===== src/rtl/id_issue_stage_pkg.sv =====
// Shared constants for the id issue stage: default geometry, zero register and
// the decoder payload field layout carried opaquely through the stage.
package id_issue_stage_pkg;

  localparam int unsigned XLEN      = 32;
  localparam int unsigned NREG      = 32;
  localparam int unsigned REG_W     = $clog2(NREG);
  localparam int unsigned NWB       = 2;
  localparam int unsigned PAYLOAD_W = 64;
  localparam int unsigned CNT_W     = 2;
  localparam int unsigned BYPASS    = 1;

  localparam logic [REG_W-1:0] ZERO_REG = '0;

  // Payload layout as produced by the decoder; this stage never looks inside it
  localparam int unsigned ALU_TYPE_WIDTH = 5;
  localparam int unsigned ALU_TYPE_LSB   = 0;
  localparam int unsigned SRC_TAG_WIDTH  = 3;
  localparam int unsigned SRC_TAG_LSB    = ALU_TYPE_LSB + ALU_TYPE_WIDTH;
  localparam int unsigned IMM_WIDTH      = 32;
  localparam int unsigned IMM_LSB        = SRC_TAG_LSB + SRC_TAG_WIDTH;
  localparam int unsigned RSVD_WIDTH     = PAYLOAD_W - IMM_LSB - IMM_WIDTH;

  typedef struct packed {
    logic [RSVD_WIDTH-1:0]     rsvd;
    logic [IMM_WIDTH-1:0]      imm;
    logic [SRC_TAG_WIDTH-1:0]  src_tag;
    logic [ALU_TYPE_WIDTH-1:0] alu_type;
  } payload_t;

endpackage


===== src/rtl/id_scoreboard.sv =====
// Per-register pending-write counters with RAW hazard and WAW overflow detection.
module id_scoreboard
  import id_issue_stage_pkg::*;
#(
  parameter int unsigned NREG   = id_issue_stage_pkg::NREG,
  parameter int unsigned REG_W  = id_issue_stage_pkg::REG_W,
  parameter int unsigned NWB    = id_issue_stage_pkg::NWB,
  parameter int unsigned CNT_W  = id_issue_stage_pkg::CNT_W,
  parameter int unsigned BYPASS = id_issue_stage_pkg::BYPASS
) (
  input  logic                 clk,
  input  logic                 rst,
  input  logic [REG_W-1:0]     i_rs1,
  input  logic                 i_rs1_en,
  input  logic [REG_W-1:0]     i_rs2,
  input  logic                 i_rs2_en,
  input  logic [REG_W-1:0]     i_rd,
  input  logic                 i_rd_en,
  input  logic                 i_issue,
  input  logic [NWB-1:0]       i_wb_en,
  input  logic [NWB*REG_W-1:0] i_wb_rd,
  input  logic                 i_kill,
  input  logic [REG_W-1:0]     i_kill_rd,
  output logic                 o_hazard_c,
  output logic                 o_overflow_c
);

  localparam logic [CNT_W-1:0] CNT_MAX = '1;

  logic [CNT_W-1:0] r_cnt     [NREG];
  logic [CNT_W-1:0] w_cnt_nxt [NREG];
  logic [NREG-1:0]  w_wb_hit;
  logic             w_byp1;
  logic             w_byp2;
  int               w_net;

  // Which registers some write-back port targets this cycle
  always_comb begin
    w_wb_hit = '0;
    for (int k = 0; k < NWB; k++)
      if (i_wb_en[k]) w_wb_hit[i_wb_rd[k*REG_W +: REG_W]] = 1'b1;
  end

  // Net counter change: +issue, -each wb port, -killed entry, clamped to range
  always_comb begin
    w_net     = 0;
    w_cnt_nxt = '{default: '0};
    for (int r = 1; r < NREG; r++) begin
      w_net = int'(r_cnt[r]);
      if (i_issue && i_rd_en && (i_rd == REG_W'(r))) w_net = w_net + 1;
      for (int k = 0; k < NWB; k++)
        if (i_wb_en[k] && (i_wb_rd[k*REG_W +: REG_W] == REG_W'(r))) w_net = w_net - 1;
      if (i_kill && (i_kill_rd == REG_W'(r))) w_net = w_net - 1;
      if (w_net < 0) w_net = 0;
      else if (w_net > int'(CNT_MAX)) w_net = int'(CNT_MAX);
      w_cnt_nxt[r] = CNT_W'(w_net);
    end
  end

  always_ff @(posedge clk) begin
    if (rst) begin
      for (int r = 0; r < NREG; r++) r_cnt[r] <= '0;
    end else begin
      for (int r = 0; r < NREG; r++) r_cnt[r] <= w_cnt_nxt[r];
    end
  end

  // A same-cycle write only clears the hazard when it is the last one pending
  always_comb begin
    w_byp1 = (BYPASS != 0) && w_wb_hit[i_rs1] && (r_cnt[i_rs1] == CNT_W'(1));
    w_byp2 = (BYPASS != 0) && w_wb_hit[i_rs2] && (r_cnt[i_rs2] == CNT_W'(1));
    o_hazard_c = (i_rs1_en && (r_cnt[i_rs1] != '0) && !w_byp1) ||
                 (i_rs2_en && (r_cnt[i_rs2] != '0) && !w_byp2);
    o_overflow_c = i_rd_en && (i_rd != REG_W'(ZERO_REG)) &&
                   (r_cnt[i_rd] == CNT_MAX) && !w_wb_hit[i_rd];
  end

endmodule


===== src/rtl/id_issue_stage.sv =====
// Issue stage: register file with multi-port write-back and bypass, scoreboard
// hazard checks, and a valid/ready output register toward id/ex.
module id_issue_stage
  import id_issue_stage_pkg::*;
#(
  parameter int unsigned XLEN      = id_issue_stage_pkg::XLEN,
  parameter int unsigned NREG      = id_issue_stage_pkg::NREG,
  parameter int unsigned REG_W     = id_issue_stage_pkg::REG_W,
  parameter int unsigned NWB       = id_issue_stage_pkg::NWB,
  parameter int unsigned PAYLOAD_W = id_issue_stage_pkg::PAYLOAD_W,
  parameter int unsigned CNT_W     = id_issue_stage_pkg::CNT_W,
  parameter int unsigned BYPASS    = id_issue_stage_pkg::BYPASS
) (
  input  logic                 clk,
  input  logic                 rst,
  input  logic                 in_valid,
  output logic                 in_ready,
  input  logic [REG_W-1:0]     in_rs1,
  input  logic [REG_W-1:0]     in_rs2,
  input  logic                 in_rs1_en,
  input  logic                 in_rs2_en,
  input  logic [REG_W-1:0]     in_rd,
  input  logic                 in_rd_en,
  input  logic [PAYLOAD_W-1:0] in_payload,
  input  logic [NWB-1:0]       wb_en,
  input  logic [NWB*REG_W-1:0] wb_rd,
  input  logic [NWB*XLEN-1:0]  wb_data,
  input  logic                 flush,
  output logic                 out_valid,
  input  logic                 out_ready,
  output logic [XLEN-1:0]      out_src1,
  output logic [XLEN-1:0]      out_src2,
  output logic [REG_W-1:0]     out_rd,
  output logic                 out_rd_en,
  output logic [PAYLOAD_W-1:0] out_payload,
  output logic                 stall
);

  logic [XLEN-1:0]      r_rf [NREG];
  logic                 r_out_valid;
  logic [XLEN-1:0]      r_out_src1;
  logic [XLEN-1:0]      r_out_src2;
  logic [REG_W-1:0]     r_out_rd;
  logic                 r_out_rd_en;
  logic [PAYLOAD_W-1:0] r_out_payload;

  logic            w_hazard;
  logic            w_overflow;
  logic            w_space;
  logic            w_in_ready;
  logic            w_issue;
  logic            w_kill;
  logic [XLEN-1:0] w_src1;
  logic [XLEN-1:0] w_src2;

  // Operand read; register 0 is never bypassed, highest matching port wins
  function automatic logic [XLEN-1:0] read_opnd(input logic [REG_W-1:0] rs);
    logic [XLEN-1:0] v;
    v = (rs == REG_W'(ZERO_REG)) ? '0 : r_rf[rs];
    if ((BYPASS != 0) && (rs != REG_W'(ZERO_REG)))
      for (int k = 0; k < NWB; k++)
        if (wb_en[k] && (wb_rd[k*REG_W +: REG_W] == rs)) v = wb_data[k*XLEN +: XLEN];
    return v;
  endfunction

  always_comb begin
    w_src1     = read_opnd(in_rs1);
    w_src2     = read_opnd(in_rs2);
    w_space    = !r_out_valid || out_ready;
    w_in_ready = w_space && !w_hazard && !w_overflow && !flush;
    w_issue    = in_valid && w_in_ready;
    w_kill     = flush && r_out_valid && r_out_rd_en && (r_out_rd != REG_W'(ZERO_REG));
  end

  id_scoreboard #(
    .NREG   (NREG),
    .REG_W  (REG_W),
    .NWB    (NWB),
    .CNT_W  (CNT_W),
    .BYPASS (BYPASS)
  ) u_scoreboard (
    .clk          (clk),
    .rst          (rst),
    .i_rs1        (in_rs1),
    .i_rs1_en     (in_rs1_en),
    .i_rs2        (in_rs2),
    .i_rs2_en     (in_rs2_en),
    .i_rd         (in_rd),
    .i_rd_en      (in_rd_en),
    .i_issue      (w_issue),
    .i_wb_en      (wb_en),
    .i_wb_rd      (wb_rd),
    .i_kill       (w_kill),
    .i_kill_rd    (r_out_rd),
    .o_hazard_c   (w_hazard),
    .o_overflow_c (w_overflow)
  );

  // Later ports overwrite earlier ones on the same index
  always_ff @(posedge clk) begin
    if (rst) begin
      for (int r = 0; r < NREG; r++) r_rf[r] <= '0;
    end else begin
      for (int k = 0; k < NWB; k++)
        if (wb_en[k] && (wb_rd[k*REG_W +: REG_W] != REG_W'(ZERO_REG)))
          r_rf[wb_rd[k*REG_W +: REG_W]] <= wb_data[k*XLEN +: XLEN];
    end
  end

  always_ff @(posedge clk) begin
    if (rst) begin
      r_out_valid   <= 1'b0;
      r_out_src1    <= '0;
      r_out_src2    <= '0;
      r_out_rd      <= '0;
      r_out_rd_en   <= 1'b0;
      r_out_payload <= '0;
    end else if (flush) begin
      r_out_valid <= 1'b0;
    end else if (w_issue) begin
      r_out_valid   <= 1'b1;
      r_out_src1    <= w_src1;
      r_out_src2    <= w_src2;
      r_out_rd      <= in_rd;
      r_out_rd_en   <= in_rd_en;
      r_out_payload <= in_payload;
    end else if (out_ready) begin
      r_out_valid <= 1'b0;
    end
  end

  assign in_ready    = w_in_ready;
  assign stall       = in_valid && !w_in_ready;
  assign out_valid   = r_out_valid;
  assign out_src1    = r_out_src1;
  assign out_src2    = r_out_src2;
  assign out_rd      = r_out_rd;
  assign out_rd_en   = r_out_rd_en;
  assign out_payload = r_out_payload;

endmodule

===== config.mk =====
export PLATFORM = sky130hd
export DESIGN_NAME = id_issue_stage
export DESIGN_NICKNAME = d
export VERILOG_FILES = /design/src/rtl/id_issue_stage_pkg.sv /design/src/rtl/id_scoreboard.sv /design/src/rtl/id_issue_stage.sv
export SDC_FILE = /design/constraint.sdc
export NUM_CORES = 2
export LEC_CHECK = 0
export BUFFER_PORTS_ARGS = -buffer_cell sky130_fd_sc_hd__buf_2
export CAP_MARGIN = 25
export CORE_ASPECT_RATIO = 1.2
export CORE_MARGIN = 2
export CORE_UTILIZATION = 25
export DETAILED_ROUTE_END_ITERATION = 8
export HOLD_SLACK_MARGIN = 0.06
export PLACE_DENSITY = 0.41
export SLEW_MARGIN = 25
export SYNTH_ARGS = -nofsm -noshare
export SYNTH_HDL_FRONTEND = slang
export SYNTH_SLANG_ARGS = --single-unit

===== constraint.sdc =====
create_clock -name clk -period 12.9 [get_ports clk]
set_clock_uncertainty 0.05 [all_clocks]
set_input_delay 3.225 -clock clk [delete_from_list [all_inputs] [get_ports clk]]
set_output_delay 3.225 -clock clk [all_outputs]
set_load 0.01 [all_outputs]

* Yosys cells after proc, flatten, opt, wreduce, memory -nomap -nowiden
Memories as Yosys holds them, arrays and structs flattened. Index checks and enable logic that the tools add are counted.
Storage, ports and cells: register bits after elaboration 135, memories kept 2, bits in read-only memories 0, input bits 163, bits in writable memories 1088, bits in latches 0, word-level logic and storage cells 796, output and inout port bits 137
Cells by class: shift-type cells 0, eq/ne operators 131, $add $sub $neg 124, multipliers 0, bitwise operators 34, magnitude comparators 69, multiplexer cells 255, reduce and logical (&&, ||, !) cells 175, divide/modulo/power cells 0
Memory list:
- r_rf | depth 32, width 32, rd ports 2, clocked after memory_dff 0, wr ports 32, line id_issue_stage.sv:39 | logic [XLEN-1:0] r_rf [NREG];
- u_scoreboard.r_cnt | depth 32, width 2, rd ports 34, clocked after memory_dff 0, wr ports 32, line id_scoreboard.sv:30 | logic [CNT_W-1:0] r_cnt [NREG];
Operator list (count):
- two-way mux 32 bit | 135
- subtractor 32 x 2 -> 32 bit (second input constant) | 93
- > comparator 32 x 3 -> 1 bit (second input constant) | 31
- less-than comparator 32 x 1 -> 1 bit (second input constant) | 31
- == test 5 bit (second input constant) | 64
- two-way mux 2 bit | 94
- == test 5 x 4 -> 1 bit (second input constant) | 32
- logical AND 1 bit | 150
- adder 2 x 1 -> 3 bit (second input constant) | 31
- == test 5 x 3 -> 1 bit (second input constant) | 16
- OR reduction 32 bit | 2
- == test 5 x 2 -> 1 bit (second input constant) | 8
- OR 1 bit | 32
- OR 32 bit | 1
- less-than comparator 5 x 6 -> 1 bit (second input constant) | 5
- nonzero test 5 bit | 6
- == test 5 x 1 -> 1 bit (second input constant) | 4
- == test 5 bit | 4
- two-way mux 1 bit | 18
- binary-select mux 1 bit (select 5 bit) | 3
- demux 1 bit (select 5 bit) | 2
- >= comparator 5 x 1 -> 1 bit (second input constant) | 2
- zero test 5 bit | 2
- two-way mux 5 bit | 2
- 9 further kinds | 20

* Depth between registers and ports, before layout
word-level depth 31, gate-level depth with buffers 28, gate-level depth less buffers 23

* Hierarchy
A second synthesis with hierarchy kept.
Unflattened totals: cells, all modules 6735, area total of the unflattened synthesis 81181.6 um^2
By module, submodules not included:
- id_issue_stage | cells each 4475, times used 1, area each 64715.8 um^2, sequential area each 33452.1 um^2
- id_scoreboard | cells each 2260, times used 1, area each 16465.8 um^2, sequential area each 1241.2 um^2

* Least setup slack after synthesis
OpenSTA, ideal clock, no wires.
path type input to output, start point in wb_rd[4], end point out stall, path buffers 5, path slack 3.464 ns, arrival 6.161 ns, stages 14, path through buf_4 -> and4b_1 -> clkbuf_1 -> a22oi_1 -> mux4_2 -> nand2_1 -> a211oi_1 -> a2111oi_4 -> a31oi_4 -> buf_4 -> buf_2 -> buf_2 -> nor3_1 -> nor2_1
On the way: cells in the longest elaborated chain, start to end 19
RTL lines:
- start: declaration | line id_issue_stage.sv:26 | input logic [NWB*REG_W-1:0] wb_rd,
- less-than comparator 5 x 6 -> 1 bit (not written as such) / >= comparator 5 x 1 -> 1 bit (equally long branches) | line id_scoreboard.sv:41 | if (i_wb_en[k]) w_wb_hit[i_wb_rd[k*REG_W +: REG_W]] = 1'b1;
- logical AND 1 bit (not written as such) | line id_scoreboard.sv:41
- two-way mux 1 bit (not written as such) | line id_scoreboard.sv:41
- demux 1 bit (select 5 bit) *
- two-way mux 32 bit * | line id_scoreboard.sv:41
- OR 32 bit (no source line)
- two-way mux 32 bit * | line id_scoreboard.sv:41
- binary-select mux 1 bit (select 5 bit) (on tied branches) | line id_scoreboard.sv:70, id_scoreboard.sv:71
- [... 3 more ...]
- logical AND 1 bit (on tied branches) | line id_scoreboard.sv:72, id_scoreboard.sv:73
- logical OR 1 bit | line id_scoreboard.sv:72 | o_hazard_c = (i_rs1_en && (r_cnt[i_rs1] != '0) && !w_byp1) ||
- zero test 1 bit | line id_issue_stage.sv:70 | w_in_ready = w_space && !w_hazard && !w_overflow && !flush;
- logical AND 1 bit | line id_issue_stage.sv:70
- logical AND 1 bit * (2 in a row) | line id_issue_stage.sv:70
- via in_ready | line id_issue_stage.sv:17 | output logic in_ready,
- zero test 1 bit * | line id_issue_stage.sv:133 | assign stall = in_valid && !w_in_ready;
- logical AND 1 bit * | line id_issue_stage.sv:133
- end: declaration | line id_issue_stage.sv:36 | output logic stall
Mark *: on every way through the listed nets, which the timed path passes. The rest lies on a longest branch. The select of a mux whose other input is x is not followed.

* Final worst setup path
start point in wb_rd[6], end point out in_ready
On the way: cells in the longest elaborated chain, start to end 16
RTL lines (line):
- less-than comparator 5 x 6 -> 1 bit (not written as such) / >= comparator 5 x 1 -> 1 bit (equally long branches) | id_scoreboard.sv:41
- logical AND 1 bit (not written as such) | id_scoreboard.sv:41
- two-way mux 1 bit (not written as such) | id_scoreboard.sv:41
- demux 1 bit (select 5 bit) *
- OR 32 bit (no source line) *
- two-way mux 32 bit * | id_scoreboard.sv:41
- binary-select mux 1 bit (select 5 bit) (on tied branches) | id_scoreboard.sv:70, id_scoreboard.sv:71
- two-way mux 1 bit (on tied branches) | id_scoreboard.sv:70, id_scoreboard.sv:71
- logical AND 1 bit (on tied branches) | id_scoreboard.sv:70, id_scoreboard.sv:71
- zero test 1 bit (on tied branches) | id_scoreboard.sv:72, id_scoreboard.sv:73
- logical AND 1 bit (on tied branches) | id_scoreboard.sv:72, id_scoreboard.sv:73
- logical OR 1 bit | id_scoreboard.sv:72
- zero test 1 bit | id_issue_stage.sv:70
- logical AND 1 bit | id_issue_stage.sv:70
- logical AND 1 bit * (2 in a row) | id_issue_stage.sv:70
- end: declaration | id_issue_stage.sv:17
Every way passes the cells marked *; elsewhere a longest branch is shown, timed or not. The select of a mux whose other input is x is not followed.

==> results.md <==
- Status: finished, final reports clean
- Num rows: between 200 and 250
- Clock Tree Buf Depth: 4
- Leakage Power: 31.7 nW
- Final ANT Viol Nets: 0
- Area growth, synth to finish: 13.5%
- Slew margin rel.: 0.199
- Most common cell in the synthesized netlist: edfxtp_1
- Seq/Total Area, Yosys: 0.417
- Slew Limit Fails: 0
- Reg2Reg Depth: 23
- Worst slew pin tran: 1200 ps
- Design Area, Final: roughly 94,000 um2
- DR WL/cell: 37.3 um
- Final period util: 0.838
- EDFF count, synth: ~1.0k
- Hold depth: 2
- Syn_area_per_cell: 11.0 um2
- Layout Cells excl Fill: between 10k and 15k
- GRT overflow: 0
- RSZ-0062 raised after global routing: false
- Die Ht: 636 um
- Antenna violations before repair: 41
- Worst Path Arrival: 7530 ps
- Final min period: ~11,000 ps
- Detailed Place HPWL: 254,000 um
- DP Area: between 80,000 and 90,000 um2
- Met2 global-route usage: 0.402
- Number of CTS-inserted buffers: 162
- Clk Latency, worst-skew pair: 880 ps
- Final Wtd Congestion: slightly above 0.9
- Peak supply drop: 0.0000939 V
- Largest area contributor in the netlist: edfxtp_1
- Met3 Resource Use GR: 0.0660
- Worst-path clk slew: 50 ps
- Area contributors post-synth: edfxtp_1 (37%), mux4_2 (14%), a22o_1 (10%)
- Vias in the first global route: about 70k
- Post-synth ARST share: 0
- Critical-path maximum fanout: 22
- Detailed Route Iter0 Violations: 9,282
- TritonCTS clock tree: built
- First-pass iteration count of the detailed router: 6
- Total Wirelength: 445,000 um
- Min-delay worst type: flop to flop
- Final hold violation count: 0
- Synth unique cells: 114
- Synth Cell Area: ~83,000 um2
- Hold-fix buffers at CTS: 0
- Worst Path Required: 9620 ps
- Placed insts: 11.6k
- Hold WS: about 400 ps
- FF+latch count, synth: 1,221
- Total Routing Usage GR: 0.254
- CP Class: input port to output pin
- Setup Total Neg Slack: 0 ps
- Clock sink count: 1,221
- Clock Tree Root: clkbuf_16
- Fmax: roughly 0.09 GHz
- First-pass GRT wire length: 598,000 um
- Vias: around 73k
- Synth warnings: 0
- Die area: roughly 340,000 um2
- Setup repair bufs after CTS: 0
- Port Buf Inserts: 299
- DIE WIDTH: 531 um
- CTS-repair resized insts: 0
- Startpoint types: input port
- Global routing's busiest layer: met2
- # DRC: 0
- I/O Pins: 300
- Post-synth top flop: edfxtp_1
- Core box area: 332,000 um2
- Share of cells above drive strength 1: 0.200
- Vias per cell: 6.09
- Most frequent cells after synthesis: edfxtp_1 (1,024), a22o_1 (993), nand2_1 (679)
- Power Density: 119 nW/um2
- Max cap viols: 0
- Endpoint class of the critical path: output pin
- Synth Instances: 7,535
- Final #Nets: between 7k and 8k
- R2R Setup Slk: approximately 6400 ps
- Largest net degree at the start of global routing: 113
- Initial Util: 0.251
- H-Tree Depth: 4
- Overall power: 0.0112 W
- Share of the synthesized area in the top cell type: 0.369
- M1 GR Usage: 0.309
- Setup-failing EPs final: 0
## registers in the layout (all words and copies together) (netlist names)
register,cells
out_src2,32
out_src1,32
u_scoreboard.r_cnt,62
r_rf,1024
out_valid,1
out_rd_en,1
out_payload,64
out_rd,5
## through the flow
step           setup slack (ps)  utilization
4_1_cts                    2400        0.284
3_3_place_gp               2530        0.269
2_1_floorplan              3460            -
5_1_grt                    1920        0.284
3_5_place_dp               2400        0.269
6_report                   2090        0.285
## critical path, cell delays in order
cell and delay [ps]:
buf_2 350, nand4bb_1 720, nor2_1 1020, or4_1 230, o311ai_0 130, nor4_1 360, or4b_1 380, nand2_1 210
nor3_1 640, buf_2 260
## final timing paths
| check | to | startpoint |
|---|---|---|
| max | in_ready | wb_rd[6] |
| min | out_src1[13] | out_src1[13] |
| max reg2reg | u_scoreboard.r_cnt[26][1] | u_scoreboard.r_cnt[25][0] |
| min reg2reg | out_src1[13] | out_src1[13] |
## layout make-up
type / instances / area [um2]
clock buffer: 213 / 4410
multi-input combinational: 5386 / 45600
sequential: 1221 / 34700
clock inverter: 74 / 598
timing repair buffer: 488 / 3240
inverter: 80 / 305
fill: 34500 / 238000
antenna: 15 / 37.5
tap: 4446 / 5560
## report_power, final
group	total [W]	switching [W]	leakage (nW)	internal, W
Clock	0.00448	0.00196	2.46	0.00253
Combinational	0.00202	0.00131	17.8	0.000714
Sequential	0.00470	0.000172	11.4	0.00453
Total	0.0112	0.00343	31.7	0.00777
## cells in the final DEF, fill, tap and decap left out, types with 37 or more instances in the layout
master	Yosys	layout
buf_2	45	290
o21ai_0	152	151
dfxtp_1	197	197
o2111ai_1	42	42
clkbuf_16	0	164
nor3_2	17	54
nand2b_1	47	45
xor2_1	69	69
nor2_1	527	498
a211oi_1	37	37
inv_1	77	76
mux2_2	71	71
nand3_1	131	120
o221ai_1	79	77
and3_1	47	44
buf_4	13	171
nor3_1	185	147
clkbuf_1	658	37
a22o_1	993	993
o31ai_1	43	43
ha_1	155	155
a21oi_1	340	340
mux2i_1	281	281
a22oi_1	58	58
edfxtp_1	1024	1024
xnor2_1	149	149
mux4_2	504	504
nand2_1	679	661
o22ai_1	63	63
a31oi_1	86	85
nor4_1	83	83
or3_1	41	39
## logic make-up (layout without fill, tap and decap cells)
logic type / Yosys count / in the layout / share of synthesized area
AND/OR/NAND/NOR: 1967 / 1967 / 0.112
multiplexers: 856 / 856 / 0.180
flip-flops: 1221 / 1221 / 0.417
AO/OA/AOI/OAI: 2154 / 2154 / 0.198
other: 1 / 47 / 0.0000451
adder cells (fa/ha/maj): 155 / 155 / 0.0233
buffers and inverters: 959 / 855 / 0.0456
XOR/XNOR: 222 / 222 / 0.0239
## layer usage
metal	up-vias	part of all wire	wire, um
li1	29500	-	-
met5	-	0.00031	137
met1	37200	0.38	167000
met2	4721	0.46	203000
met3	1268	0.098	43800
met4	18	0.071	31400
(Power assumes the default switching activity.)
